[src/rtl/cdb_arbiter.sv]
// Round-robin arbiter for the single complete-stage PR write port and CDB broadcast.
// One winner per cycle is registered into a one-entry output stage.
module cdb_arbiter #(
   parameter int NUM_REQ  = 5,
   parameter int PR_IDX_W = 6,
   parameter int ZERO_PR  = 31
) (
   input  logic                               clock,
   input  logic                               reset,
   input  logic                               en,
   input  logic                               rollback,
   input  logic [NUM_REQ-1:0]                 req_valid,
   input  logic [NUM_REQ-1:0][PR_IDX_W-1:0]   req_T_idx,
   input  logic [NUM_REQ-1:0][63:0]           req_T_value,
   output logic [NUM_REQ-1:0]                 req_ready,
   output logic                               write_en,
   output logic [PR_IDX_W-1:0]                T_idx,
   output logic [63:0]                        T_value
);
   localparam int RR_W = (NUM_REQ > 1) ? $clog2(NUM_REQ) : 1;
   localparam logic [PR_IDX_W-1:0] ZERO_IDX = PR_IDX_W'(ZERO_PR);
   localparam logic [RR_W-1:0]     LAST_FU  = RR_W'(NUM_REQ - 1);

   logic [RR_W-1:0]    rr;
   logic [RR_W-1:0]    rr_next;
   logic [RR_W-1:0]    winner;
   logic [NUM_REQ-1:0] eligible;
   logic [NUM_REQ-1:0] drain;
   logic               found;
   logic               open;
   logic               accept;

   // Any cycle that can accept anything: reset and rollback both block all handshakes.
   assign open = en && !rollback && !reset;

   always_comb begin
      eligible = '0;
      drain    = '0;
      for (int i = 0; i < NUM_REQ; i++) begin
         eligible[i] = req_valid[i] && (req_T_idx[i] != ZERO_IDX);
         drain[i]    = req_valid[i] && (req_T_idx[i] == ZERO_IDX);
      end
   end

   always_comb begin : rr_scan
      int              j;
      logic [RR_W-1:0] pos;
      found  = 1'b0;
      winner = '0;
      j      = 0;
      pos    = '0;
      for (int i = 0; i < NUM_REQ; i++) begin
         j = int'(rr) + i;
         if (j >= NUM_REQ) j = j - NUM_REQ;
         pos = RR_W'(j);
         if (!found && eligible[pos]) begin
            found  = 1'b1;
            winner = pos;
         end
      end
   end

   assign accept  = found && open;
   assign rr_next = (winner == LAST_FU) ? '0 : winner + 1'b1;

   // Zero-PR results are dropped on the floor without touching the pointer.
   always_comb begin
      req_ready = '0;
      if (open) req_ready = drain;
      if (accept) req_ready[winner] = 1'b1;
   end

   always_ff @(posedge clock) begin
      if (reset) begin
         rr       <= '0;
         write_en <= 1'b0;
         T_idx    <= '0;
         T_value  <= '0;
      end else if (rollback) begin
         rr       <= '0;
         write_en <= 1'b0;
      end else if (en) begin
         write_en <= accept;
         if (accept) begin
            rr      <= rr_next;
            T_idx   <= req_T_idx[winner];
            T_value <= req_T_value[winner];
         end
      end
   end

endmodule

[config.mk]
export PLATFORM = sky130hd
export DESIGN_NAME = cdb_arbiter
export DESIGN_NICKNAME = d
export VERILOG_FILES = /design/src/rtl/cdb_arbiter.sv
export SDC_FILE = /design/constraint.sdc
export NUM_CORES = 1
export LEC_CHECK = 0
export CAP_MARGIN = 20
export CORE_AREA = 3 3 167 169
export DETAILED_ROUTE_END_ITERATION = 16
export DIE_AREA = 0 0 170 172
export PLACE_DENSITY = 0.82
export SETUP_SLACK_MARGIN = 0.15
export SYNTH_ARGS = -nofsm -noshare
export SYNTH_HDL_FRONTEND = slang
export SYNTH_SLANG_ARGS = --single-unit
[constraint.sdc]
create_clock -name clock -period 3.75 [get_ports clock]
set_input_delay 0.375 -clock clock [delete_from_list [all_inputs] [get_ports clock]]
set_output_delay 0.375 -clock clock [all_outputs]
set_load 0.02 [all_outputs]
Word level (Yosys, flattened, before mapping)
Cells that the tools add are included.
{"block": "classes", "addsub": 10, "n_mul": 0, "div_mod_pow": 0, "magnitude_cmp": 12, "eq_ne": 11, "shift": 0, "n_mux": 34, "bitwise": 2, "n_reduce_logical": 27}
{"cell": "binary-select mux 64 bit (select 3 bit)", "n": 1}
{"cell": "2-to-1 mux 64 bit", "n": 1}
{"cell": "2-to-1 mux 3 bit", "n": 11}
{"cell": "== test 6 x 5 -> 1 bit (second input constant)", "n": 5}
{"cell": "!= test 6 x 5 -> 1 bit (second input constant)", "n": 5}
{"cell": "less-than comparator 3 x 4 -> 1 bit (second input constant)", "n": 6}
{"cell": "binary-select mux 6 bit (select 3 bit)", "n": 1}
{"cell": "logical AND 1 bit", "n": 18}
{"cell": "greater-or-equal comparator 4 x 3 -> 1 bit (second input constant)", "n": 4}
{"cell": "binary-select mux 1 bit (select 3 bit)", "n": 5}
{"cell": "subtractor 3 bit (second input constant)", "n": 5}
{"cell": "2-to-1 mux 1 bit", "n": 11}
{"cell": "2-to-1 mux 5 bit", "n": 2}
{"cell": "adder 3 x 2 -> 4 bit (second input constant)", "n": 2}
{"cell": "logical NOT 1 bit", "n": 6}
{"cell": "2-to-1 mux 6 bit", "n": 1}
{"cell": "OR 5 bit", "n": 1}
{"cell": "adder 3 x 1 -> 4 bit (second input constant)", "n": 1}
{"cell": "adder 3 x 3 -> 4 bit (second input constant)", "n": 1}
{"cell": "adder 3 x 1 -> 3 bit (second input constant)", "n": 1}
{"cell": "demux 1 bit (select 3 bit)", "n": 1}
{"cell": "== test 3 bit (second input constant)", "n": 1}
{"cell": "greater-or-equal comparator 3 x 1 -> 1 bit (second input constant)", "n": 1}
{"cell": "greater-or-equal comparator 3 bit (second input constant)", "n": 1}
{"cell": "other kinds (4)", "n": 4}
{"block": "word_totals", "reg_bits": 74, "latchBits": 0, "ramBits": 0, "rom_bits": 0, "out_inout_bits": 76, "elab_cells": 100, "n_memories": 0}

Logic depth before layout (Yosys ltp)
{"block": "logic_depth", "word_depth": 23, "depth_mapped": 18, "depth_no_buf": 16}

Worst setup path after synthesis
OpenSTA, ideal clock, no wires.
{"block": "synth_path", "path_type": "register to output", "from": "reg rr[1]", "to": "out req_ready[0]", "t_arrival_ps": 3925, "required_ps": 3375, "setup_slack_ps": -550, "path_stages_with_launch": 15, "n_path_buf": 2, "cell_sequence": "dfxtp_1 > inv_1 > ha_1 > ha_1 > clkbuf_1 > a21o_1 > maj3_2 > o211a_1 > o22a_1 > a32oi_1 > o22ai_4 > inv_4 > buf_6 > nand2_1 > o31ai_1"}
{"block": "synth_via", "elab_chain_len": 23}
{"element": "start: declaration", "line": "24", "source": "logic [RR_W-1:0] rr;"}
{"element": "start signal: assignment", "line": "85", "source": "rr <= rr_next;"}
{"element": "parallel branches: the longest is 22 deep, another holds adder 3 x 1 -> 4 bit"}
{"element": "2-to-1 mux 5 bit (*)", "line": "70", "source": "if (accept) req_ready[winner] = 1'b1;"}
{"element": "end: declaration", "line": "15", "source": "output logic [NUM_REQ-1:0] req_ready,"}
Every way passes the cells marked *. The select of a mux whose other input is x is not followed.

Worst setup path after layout
Ends and elaborated chain as after synthesis.

==> metrics.txt <==
# TYPE chip_impl_metric gauge
chip_impl_metric{name="drv_slew",unit=""} 0
chip_impl_metric{name="clk-insertion-delay-late",unit="ns"} 0.34
chip_impl_metric{name="grt_pass1_wl",unit="um"} 74180
chip_impl_metric{name="post_synth_edffs",unit=""} 0
chip_impl_metric{name="synth.net_count",unit=""} 1690
chip_impl_metric{name="cp_max_fo",unit=""} 6
chip_impl_metric{name="total_power",unit="mW"} 6.436
chip_impl_metric{name="worst-r2r-cell-count",unit=""} 13
chip_impl_metric{name="yosysWarningCount",unit=""} 0
chip_impl_metric{name="maxClockFrequency",unit="GHz"} 0.2561
chip_impl_metric{name="report.final.hold_viol_count",unit=""} 0
chip_impl_metric{name="num-nets-final",unit=""} 2099
chip_impl_metric{name="sequential_element_share_of_the_synthesized_area",unit="%"} 15.28
chip_impl_metric{name="async_reset_ff_share",unit="%"} 0
chip_impl_metric{name="avgSynthCellArea",unit="um^2"} 7.344
chip_impl_metric{name="buffer_ports.inserted",unit=""} 434
chip_impl_info{name="top_flip_flop_cell_by_instance_count_after_synthesis",value="dfxtp_1"} 1
chip_impl_metric{name="ys_types",unit=""} 70
chip_impl_metric{name="place_worst_setup_slack",unit="ns"} -0.7364
chip_impl_metric{name="static-leakage-power",unit="nW"} 6.190
chip_impl_info{name="rsz_0062_raised_after_global_routing",value="true"} 1
chip_impl_info{name="timing.critical_path.cells",value="inv_6, ha_4, a21oi_4, mux2i_4, mux4_2, a21o_4, a311o_1, a21oi_4, o22ai_4, inv_4, buf_6, nand2_4, o31ai_4, buf_6"} 1
chip_impl_metric{name="final_cell_count_no_fill",unit=""} 2074
chip_impl_metric{name="drive_above_1_share",unit="%"} 15.18
chip_impl_info{name="crit_slowest_cell",value="mux4_2"} 1
chip_impl_info{name="tritoncts",value="done"} 1
chip_impl_metric{name="antenna_left",unit=""} 0
chip_impl_metric{name="setup_ws",unit="ns"} -0.1548
chip_impl_metric{name="drt_iter0_markers",unit=""} 2049
chip_impl_metric{name="postSynthRegisterBits",unit=""} 74
chip_impl_metric{name="grt_use_total",unit="%"} 31.61
chip_impl_metric{name="detail_route.drc_violations",unit=""} 0
chip_impl_metric{name="htreeDepth",unit=""} 3
chip_impl_metric{name="antenna_violations_before_repair",unit=""} 0
chip_impl_metric{name="largest_net_degree_at_the_start_of_global_routing",unit=""} 88
chip_impl_metric{name="worstPathArrival",unit="ns"} 3.53
chip_impl_metric{name="via_count",unit=""} 14120
chip_impl_info{name="violations",value="setup timing"} 1
chip_impl_metric{name="finalCoreUtilization",unit="%"} 59.70
chip_impl_metric{name="gp_routability_congestion",unit=""} 0.9973
chip_impl_info{name="type_of_element_launching_the_critical_path",value="register"} 1
chip_impl_metric{name="cts_sinks",unit=""} 74
chip_impl_metric{name="antenna-diode-count",unit=""} 0
chip_impl_metric{name="whs_path_depth",unit=""} 4
chip_impl_metric{name="wl_per_cell",unit="um"} 24.55
chip_impl_metric{name="core_area",unit="um^2"} 26730
chip_impl_metric{name="power-per-cell-area",unit="nW/um^2"} 403.4
chip_impl_metric{name="period_share",unit="%"} 104.1
chip_impl_metric{name="firstDrtPassIters",unit=""} 6
chip_impl_metric{name="die_width",unit="um"} 170
chip_impl_metric{name="floorplan.initialDensity",unit="%"} 36.27
chip_impl_metric{name="tritoncts.num_buffers",unit=""} 9
chip_impl_info{name="crit_type",value="register to output port"} 1
chip_impl_metric{name="cts-hold-fix-buffers",unit=""} 0
chip_impl_metric{name="ir_drop",unit="mV"} 0.3324
chip_impl_metric{name="setup_violations",unit=""} 23
chip_impl_info{name="status",value="finished, violations left"} 1
chip_impl_info{name="min_path_type",value="primary input to register"} 1
chip_impl_metric{name="wirelength",unit="um"} 50910
chip_impl_metric{name="std_cell_rows",unit=""} 60
chip_impl_metric{name="skew",unit="ns"} 0.01086
chip_impl_metric{name="area_of_the_mapped_netlist",unit="um^2"} 9694
chip_impl_metric{name="post-place-cells",unit=""} 2048
chip_impl_metric{name="required",unit="ns"} 3.38
chip_impl_metric{name="design.die.area",unit="um^2"} 29240
chip_impl_metric{name="whs",unit="ns"} 0.4428
chip_impl_metric{name="period_minus_slack",unit="ns"} 3.905
chip_impl_metric{name="tightest_slew_margin_relative_to_the_limit",unit="%"} 40.78
chip_impl_metric{name="maxCapViolations",unit=""} 0
chip_impl_info{name="cp-end-kind",value="output port"} 1
chip_impl_metric{name="synth_cells",unit=""} 1320
chip_impl_metric{name="first_global_vias",unit=""} 12980
chip_impl_metric{name="detailed_place_hpwl",unit="um"} 34750
chip_impl_metric{name="slowest_delay",unit="ns"} 0.55
chip_impl_info{name="clock_tree.root_cell",value="clkbuf_16"} 1
chip_impl_metric{name="cts.reportedPaths.clkPinSlew",unit="ns"} 0.07
chip_impl_metric{name="cts.path.max_buffers",unit=""} 2
chip_impl_metric{name="die_height",unit="um"} 172
chip_impl_metric{name="drt-vias-per-instance",unit=""} 6.807
chip_impl_metric{name="boundaryPins",unit=""} 435
chip_impl_metric{name="synthToLayoutAreaGrowth",unit="%"} 64.58
chip_impl_metric{name="timing_worst_slew_pin_value",unit="ns"} 0.8882
chip_impl_metric{name="gr-total-overflow",unit=""} 0
==> state kept, by name, summed over array words and instances, names as in the netlist <==
| name | count |
|---|---|
| T_value | 64 |
| T_idx | 6 |
| rr | 3 |
| write_en | 1 |
==> stage by stage <==
step,setup TNS [ns],cell area (um^2)
final,-1.133,15960
after global routing,-9.222,15960
after CTS,-1.011,15610
after detailed placement,-25.76,15130
after global placement,-20.92,15130
after floorplan,0,9817
==> power by group <==
| part | internal, mW | leakage, nW | switching, mW |
|---|---|---|---|
| registers | 0.846 | 0.607 | 0.0410 |
| logic | 1.90 | 5.42 | 2.64 |
| clock network | 0.599 | 0.158 | 0.404 |
| total | 3.35 | 6.19 | 3.09 |
==> cells in the mapped netlist (2+ instances only) <==
cell / n / area (um^2)
a2111oi_0: 140 / 1226
a211oi_1: 2 / 15.01
a21o_1: 5 / 37.54
a21o_4: 2 / 30.03
a21oi_1: 80 / 400.4
a21oi_4: 2 / 32.53
a311o_1: 2 / 20.02
a31o_1: 70 / 613.1
a31oi_1: 72 / 450.4
and2_1: 2 / 12.51
and3b_1: 2 / 17.52
buf_2: 16 / 80.08
buf_4: 4 / 30.03
buf_6: 9 / 101.4
clkbuf_1: 176 / 660.6
dfxtp_1: 74 / 1481
ha_1: 10 / 125.1
inv_1: 8 / 30.03
mux2i_1: 77 / 770.7
mux4_2: 3 / 67.56
nand2_1: 18 / 67.56
nand2b_1: 9 / 56.30
nand3_1: 288 / 1441
nand3b_1: 2 / 15.01
nand4_1: 6 / 37.54
nor2_1: 18 / 67.56
nor2b_1: 4 / 25.02
nor3_1: 3 / 15.01
nor3b_1: 3 / 22.52
nor4_1: 3 / 18.77
o211a_1: 2 / 20.02
o21a_1: 9 / 67.56
o21ai_0: 10 / 50.05
o21ai_1: 4 / 20.02
o21bai_1: 70 / 525.5
o221ai_1: 72 / 630.6
o22ai_1: 2 / 12.51
o31ai_1: 2 / 15.01
o32ai_1: 2 / 17.52
or2_1: 3 / 18.77
or2_2: 2 / 12.51
or3_1: 3 / 18.77
xnor2_1: 2 / 17.52
==> repair_timing <==
item | in CTS | in global routing
setup buffers | 6 | 3
hold endpoints to repair | 0 | 0
setup endpoints to repair | 78 | 77
cloned | 0 | 2
resized for setup | 55 | 88
pin swaps | 3 | 8
==> layout make-up <==
cell class	count	area, um^2
inverters	10	47.55
clock inverters	5	78.83
flip-flops and latches	74	1493
clock buffers	10	239.0
multi-input cells	1030	7697
fillers	2338	10770
repair buffers	604	5973
well taps	341	426.7
==> layer usage <==
metal	up-vias	routed length (um)	track usage, %
li1	6202	-	-
met1	6581	19460	40.63
met2	1117	23200	52.35
met3	216	5962	7.156
met4	2	2286	11.15
met5	-	5	0
==> critical path, delay by kind of cell, from the launching register on <==
family | cells | cell delay, ns
AND/OR/NAND/NOR | 1 | 0.06
buffers and inverters | 4 | 0.43
flip-flops | 1 | 0.43
adder cells (fa/ha/maj) | 1 | 0.17
AO/OA/AOI/OAI | 6 | 1.25
multiplexers | 2 | 0.82
==> path summary, 6_finish.rpt <==
| path | startpoint | end | slack [ns] |
|---|---|---|---|
| setup / recovery | rr[1] | req_ready[0] | -0.15 |
| hold / removal | reset | rr[1] | 0.44 |
| setup reg to reg | rr[0] | rr[2] | -0.12 |
| hold reg to reg | write_en | write_en | 0.49 |
==> logic make-up after synthesis <==
logic type,Yosys count,synth area share [%]
compound gates,564,45.06
flops,74,15.28
fa+ha+maj,12,1.613
mux,82,8.996
simple gates,370,19.42
buf+inv,216,9.448
xor+xnor,2,0.1807
==> cell usage in the layout (no fill, tap or decap), types with 8 or more instances in the layout <==
cell	netlist	layout
mux2i_1	77	74
a2111oi_1	1	28
buf_12	0	16
o221ai_1	72	71
clkbuf_16	0	11
a21oi_1	80	80
a2111oi_2	0	13
a31oi_1	72	71
clkdlybuf4s50_1	0	428
a31o_1	70	70
dfxtp_1	74	71
a2111oi_0	140	99
o21ai_0	10	10
nand3_1	288	288
nand2b_1	9	9
o21bai_1	70	70
nand2_1	18	16
o21a_1	9	8
buf_6	9	16
nor2_1	18	16
buf_4	4	134
Power figures use the tool's default switching activity.
